### config.mk
export PLATFORM = sky130hd
export DESIGN_NAME = piezo_sound_sequencer_flat
export DESIGN_NICKNAME = d
export VERILOG_FILES = /design/src/rtl/piezo_sound_sequencer_if.sv /design/src/rtl/piezo_sound_sequencer.sv /design/src/flat_wrapper.sv
export SDC_FILE = /design/constraint.sdc
export NUM_CORES = 1
export LEC_CHECK = 0
export ABC_AREA = 1
export CAP_MARGIN = 0
export CORE_UTILIZATION = 55
export DETAILED_ROUTE_END_ITERATION = 8
export PLACE_DENSITY = 0.71
export SLEW_MARGIN = 20
export SYNTH_ARGS = -nofsm -noshare
export SYNTH_HDL_FRONTEND = slang
export SYNTH_SLANG_ARGS = --single-unit
### constraint.sdc
create_clock -name clk -period 6.1 [get_ports clk]
set_clock_uncertainty 0.1 [all_clocks]
set_input_delay 0.915 -clock clk [delete_from_list [all_inputs] [get_ports clk]]
set_output_delay 0.915 -clock clk [all_outputs]
set_load 0.02 [all_outputs]
### src/rtl/piezo_sound_sequencer_if.sv
// Buzzer sequencer request/status bundle: the game logic side is master,
// the sequencer is slave.
interface piezo_sound_sequencer_if;
    logic [3:0] req;
    logic       mute;
    logic       piezo_out;
    logic       busy;
    logic [1:0] active_id;
    logic [1:0] note_idx;

    modport master (output req, mute, input piezo_out, busy, active_id, note_idx);
    modport slave  (input req, mute, output piezo_out, busy, active_id, note_idx);
endinterface

### src/rtl/piezo_sound_sequencer.sv
// Shared-buzzer sequencer: fixed-priority request queue, per-sound note ROM,
// note/gap timers and half-period tone divider. Optional PIEZO_PREEMPT_EN.
module piezo_sound_sequencer #(
    parameter int GAP_CYC = 10
) (
    input logic                   clk,
    input logic                   rst,
    piezo_sound_sequencer_if.slave bus
);
    typedef enum logic [1:0] {IDLE = 2'd0, PLAY = 2'd1, GAP = 2'd2} state_t;
    typedef struct packed {
        logic [3:0] div;
        logic [8:0] dur;
    } note_t;

    state_t     state, state_nxt;
    logic [3:0] pending, pend_clr;
    logic [1:0] active_id, note_idx, top_id;
    logic [8:0] dur_cnt;
    logic [7:0] gap_cnt;
    logic [3:0] half_cnt;
    logic       tone;
    note_t      cur;
    logic       launch, preempt, dur_end, gap_end, next_note, note_start, keep_play;

    function automatic note_t note_rom(input logic [3:0] sel);
        case (sel)
            4'h0:    note_rom = '{div: 4'd1, dur: 9'd20};
            4'h4:    note_rom = '{div: 4'd4, dur: 9'd100};
            4'h5:    note_rom = '{div: 4'd2, dur: 9'd100};
            4'h8:    note_rom = '{div: 4'd2, dur: 9'd150};
            4'h9:    note_rom = '{div: 4'd4, dur: 9'd150};
            4'hA:    note_rom = '{div: 4'd8, dur: 9'd300};
            4'hC:    note_rom = '{div: 4'd8, dur: 9'd100};
            4'hD:    note_rom = '{div: 4'd4, dur: 9'd100};
            4'hE:    note_rom = '{div: 4'd2, dur: 9'd100};
            4'hF:    note_rom = '{div: 4'd1, dur: 9'd100};
            default: note_rom = '{div: 4'd1, dur: 9'd1};
        endcase
    endfunction

    always_comb begin
        top_id = 2'd0;
        for (int i = 0; i < 4; i++)
            if (pending[i]) top_id = 2'(i);
    end

    assign cur       = note_rom({active_id, note_idx});
    assign dur_end   = (state == PLAY) && (dur_cnt == cur.dur - 9'd1);
    assign gap_end   = (state == GAP) && (gap_cnt == 8'(GAP_CYC - 1));
    // Sound ID doubles as its last note index (ID n has n+1 notes).
    assign next_note = gap_end && (note_idx < active_id);

`ifdef PIEZO_PREEMPT_EN
    assign preempt = (state != IDLE) && (|pending) && (top_id > active_id);
`else
    assign preempt = 1'b0;
`endif

    assign launch     = ((state == IDLE) && (|pending)) || preempt;
    assign note_start = launch || next_note;
    assign keep_play  = (state == PLAY) && (state_nxt == PLAY) && !note_start;
    assign pend_clr   = launch ? (4'b0001 << top_id) : 4'b0000;

    always_ff @(posedge clk or posedge rst)
        if (rst) state <= IDLE;
        else     state <= state_nxt;

    always_comb begin
        state_nxt = state;
        if (launch) state_nxt = PLAY;
        else case (state)
            PLAY:    if (dur_end) state_nxt = GAP;
            GAP:     if (gap_end) state_nxt = next_note ? PLAY : IDLE;
            default: state_nxt = IDLE;
        endcase
    end

    always_comb begin
        bus.busy      = (state != IDLE);
        bus.piezo_out = tone & ~bus.mute;
        bus.active_id = active_id;
        bus.note_idx  = note_idx;
    end

    always_ff @(posedge clk or posedge rst) begin
        if (rst) begin
            pending   <= '0;
            active_id <= '0;
            note_idx  <= '0;
            dur_cnt   <= '0;
            gap_cnt   <= '0;
            half_cnt  <= '0;
            tone      <= 1'b0;
        end else begin
            // New requests OR in after the launch clear, so a same-edge retrigger survives.
            pending <= (pending & ~pend_clr) | bus.req;

            if (launch) begin
                active_id <= top_id;
                note_idx  <= 2'd0;
            end else if (next_note) begin
                note_idx  <= note_idx + 2'd1;
            end else if (gap_end) begin
                active_id <= 2'd0;
                note_idx  <= 2'd0;
            end

            dur_cnt <= keep_play ? dur_cnt + 9'd1 : 9'd0;
            gap_cnt <= ((state == GAP) && (state_nxt == GAP)) ? gap_cnt + 8'd1 : 8'd0;

            if (keep_play) begin
                if (half_cnt == cur.div - 4'd1) begin
                    half_cnt <= 4'd0;
                    tone     <= ~tone;
                end else begin
                    half_cnt <= half_cnt + 4'd1;
                end
            end else begin
                half_cnt <= 4'd0;
                tone     <= 1'b0;
            end
        end
    end
endmodule
### src/flat_wrapper.sv
// flat-port wrapper written by rule: the top's interface ports become plain ports
module piezo_sound_sequencer_flat 
#(
    parameter int GAP_CYC = 10
)
  (clk, rst, bus_req, bus_mute, bus_piezo_out, bus_busy, bus_active_id, bus_note_idx);
  piezo_sound_sequencer_if bus_i ();
  input logic clk;
  input logic rst;
  input wire logic [$bits(bus_i.req)-1:0] bus_req;
  input wire logic [$bits(bus_i.mute)-1:0] bus_mute;
  output wire logic [$bits(bus_i.piezo_out)-1:0] bus_piezo_out;
  output wire logic [$bits(bus_i.busy)-1:0] bus_busy;
  output wire logic [$bits(bus_i.active_id)-1:0] bus_active_id;
  output wire logic [$bits(bus_i.note_idx)-1:0] bus_note_idx;
  assign bus_i.req = bus_req;
  assign bus_i.mute = bus_mute;
  assign bus_piezo_out = bus_i.piezo_out;
  assign bus_busy = bus_i.busy;
  assign bus_active_id = bus_i.active_id;
  assign bus_note_idx = bus_i.note_idx;
  piezo_sound_sequencer #(.GAP_CYC(GAP_CYC)) u_core (.clk(clk), .rst(rst), .bus(bus_i));
endmodule
==> impl_metrics.ini <==
[outcome]
status = finished clean

[synthesis]
dominantRegCellSynth = sky130_fd_sc_hd__dfrtp_1
syn-mean-instance-area_um2 = 8.53
syn_area_um2 = 2290
netlist-cell-type-count = 33
synth_seq_area_share_pct = 34.9
synth_enable_flop_cells = 0
synthesis.yosys.warnings = 0
yosys.area.top_type_share_pct = 34.9
number_of_register_bits_inferred_by_synthesis = 32
postSynthCellCount = 269
postSynth.asyncResetShare_pct = 100
synth_most_common_cell = sky130_fd_sc_hd__nand2_1
synth.area.top_cells = sky130_fd_sc_hd__dfrtp_1, sky130_fd_sc_hd__ha_1, sky130_fd_sc_hd__nand2_1, sky130_fd_sc_hd__nor3_2, sky130_fd_sc_hd__inv_1
post_synthesis_net_count = 292
synth_top_cells_by_count = sky130_fd_sc_hd__nand2_1, sky130_fd_sc_hd__inv_1, sky130_fd_sc_hd__dfrtp_1, sky130_fd_sc_hd__nand3_1, sky130_fd_sc_hd__nor3_2
post-synth-top-area-cell = sky130_fd_sc_hd__dfrtp_1

[job]
max_cap_violations = 0

[placement]
routabilityCongestion = 0.855
total_of_buffers_placed_on_input_and_output_ports = 12
post-dp-hpwl_um = 3050
dpl.cell_count = 328

[drt]
routed-wl-met3_um = 130
avgRoutedWirePerCell_um = 12.3
drt-met1-wl_um = 2100
drt_first_pass_iters = 4
highest_layer = met4
dr_vias = 1726
iter_0_drt_violations = 93
post_drt_via_cell_ratio = 5.14
drc = 0
met2_wirelength_um = 1870
ant_nets = 0
route.final.wire_length_um = 4130

[setup_path]
timing.critical_path.fanout_max = 14
reg2regPathDepth = 17
crit_type = reg -> reg
timing.critical_path.from = u_core.bus.note_idx[1]$_DFFE_PP0P_
reg2reg_from = u_core.bus.note_idx[1]$_DFFE_PP0P_
worstSetupStartpointType = flip-flop
crit_arrival_ps = 3150
regToRegEndpoint = u_core.dur_cnt[1]$_DFF_PP0_
timing.reg2reg.setup_slack_ps = 3040
critPathRequiredTime_ps = 6190
kind_of_end_point_of_the_critical_path = flip-flop

[sta]
setup_repair_after_global_routing_missed_its_margin = false
drv_slew = 0
setup_viol = 0
finalHoldViolations = 0
worstMarginPinSlew_ps = 467
max_clock_freq_ghz = 0.326
worst_slew_margin_rel_pct = 68.6
final.period_utilization_pct = 50.2
finalWorstPathRequiredPeriod_ps = 3060
setup-tns-final_ps = 0

[hold_path]
hp-start = u_core.gap_cnt[0]$_DFF_PP0_
hp-class = reg -> reg
holdPathEnd = u_core.gap_cnt[0]$_DFF_PP0_
hold_depth = 1

[cts]
ctsHtreeMaxLevel = 2
cts_root_buffer = sky130_fd_sc_hd__clkbuf_8
cts_hold_buf = 0
clock_sink_count = 32
clkLatencyLatePin_ps = 280
cts-root-to-sink-buffers = 2
post_cts_resized = 0
cts_tree = built
clkTransAtPathRegs_ps = 70
tritoncts.num_buffers = 5
post_cts.repair.setup_buffers = 0

[final_layout]
post_layout_nonfiller_instances = 336
drive_gt1_share_pct = 17.1
syn2layout_area_growth_pct = 11.0
antenna-diode-count = 0
num-nets-final = 308

[floorplanning]
start_util_pct = 57.4
fp.dieArea_um2 = 4430
core-area_um2 = 4000
pin_count = 13
die_height_um = 66.6
die_width_um = 66.6
num_rows = 23

[global_route]
grt.total_usage_pct = 22.1
vias_in_the_first_global_route = 1691
antenna_found_initial = 0
grt_pass1_wl_um = 7420
grt_remaining_overflow = 0
grt_max_degree = 33

[power]
report.power.total_w = 0.000881
vdd_ir_drop_max_v = 0.000206
leakage_nw = 1.11
p_per_area_nw_per_um2 = 346
-- power breakdown --
| part | internal (W) | switching, W | leakage [nW] |
|---|---|---|---|
| Combinational | 0.000149 | 0.000267 | 0.635 |
| Sequential | 0.000230 | 0.0000364 | 0.421 |
| Clock | 0.000121 | 0.0000772 | 0.0552 |
| Total | 0.000501 | 0.000380 | 1.11 |
-- state kept, by name, summed over array words and instances, names as in the netlist --
name / flops
u_core.half_cnt: 4
u_core.gap_cnt: 8
u_core.bus.note_idx: 2
u_core.tone: 1
u_core.dur_cnt: 9
u_core.state: 2
u_core.bus.active_id: 2
u_core.pending: 4
-- worst max path at each step --
stage                                        to  slack, ps  cells past startpoint
finish              u_core.dur_cnt[1]$_DFF_PP0_       3040                     17
global route        u_core.dur_cnt[7]$_DFF_PP0_       2700                     18
CTS                 u_core.dur_cnt[1]$_DFF_PP0_       3040                     17
detailed placement                bus_piezo_out       3060                      3
global placement                  bus_piezo_out       3070                      3
floorplan           u_core.dur_cnt[2]$_DFF_PP0_       3420                     19
-- worst max-delay path, stage by stage (launching register included) --
cell	delay, ps
sky130_fd_sc_hd__dfrtp_1	560
sky130_fd_sc_hd__inv_2	120
sky130_fd_sc_hd__ha_1	230
sky130_fd_sc_hd__nand2_1	90
sky130_fd_sc_hd__nand2_1	90
sky130_fd_sc_hd__nand2_1	90
sky130_fd_sc_hd__inv_1	60
sky130_fd_sc_hd__ha_1	220
sky130_fd_sc_hd__xnor2_1	210
sky130_fd_sc_hd__xor2_1	160
sky130_fd_sc_hd__nor2_1	60
sky130_fd_sc_hd__nand2_1	50
sky130_fd_sc_hd__nor2_1	40
sky130_fd_sc_hd__nand2_1	90
sky130_fd_sc_hd__nand2_1	60
sky130_fd_sc_hd__nand2_1	100
sky130_fd_sc_hd__nand3_2	340
sky130_fd_sc_hd__nor3b_1	300
-- cell families after synthesis --
logic type | after synthesis | share of synthesized area, %
AO/OA/AOI/OAI | 20 | 5.89
adder cells (fa/ha/maj) | 16 | 8.72
flip-flops | 32 | 34.9
buffers and inverters | 42 | 8.51
XOR/XNOR | 23 | 8.78
AND/OR/NAND/NOR | 136 | 33.2
-- final cells by class --
| type | instances | area (um2) |
|---|---|---|
| sequential | 32 | 801 |
| timing repair buffer | 13 | 128 |
| inverter | 38 | 150 |
| multi-input combinational | 195 | 1300 |
| tap | 50 | 62.6 |
| fill | 339 | 1450 |
| clock buffer | 6 | 72.6 |
| clock inverter | 2 | 35.0 |
-- through the flow --
stage,util (%),hold slack [ps],instance area [um2],worst slack (ps)
2_1_floorplan,-,374,2290,3420
3_3_place_gp,61.0,401,2440,3070
3_5_place_dp,61.0,394,2440,3060
4_1_cts,63.7,409,2550,3040
5_1_grt,63.7,444,2550,2700
6_report,63.7,409,2550,3040
-- routing by layer --
metal  track usage (%)  up-vias
met5                 0        -
met4              7.45        0
met3              4.11        4
met2              34.8       25
met1              30.1      797
li1                  -      900
-- cell usage in the layout, fill, tap and decap left out, types with 3 or more instances in the layout --
cell type and count:
sky130_fd_sc_hd__xnor2_1 8, sky130_fd_sc_hd__nand3_2 5, sky130_fd_sc_hd__clkdlybuf4s50_1 12, sky130_fd_sc_hd__nand2_2 6
sky130_fd_sc_hd__inv_1 35, sky130_fd_sc_hd__nor2_1 15, sky130_fd_sc_hd__nor3_2 18, sky130_fd_sc_hd__ha_1 16
sky130_fd_sc_hd__a21oi_1 5, sky130_fd_sc_hd__nand4_1 3, sky130_fd_sc_hd__xor2_1 15, sky130_fd_sc_hd__clkbuf_8 5
sky130_fd_sc_hd__nor3_1 5, sky130_fd_sc_hd__nand2_1 53, sky130_fd_sc_hd__o21ai_0 6, sky130_fd_sc_hd__nand3_1 19
sky130_fd_sc_hd__dfrtp_1 32
Power figures use the tool's default switching activity.
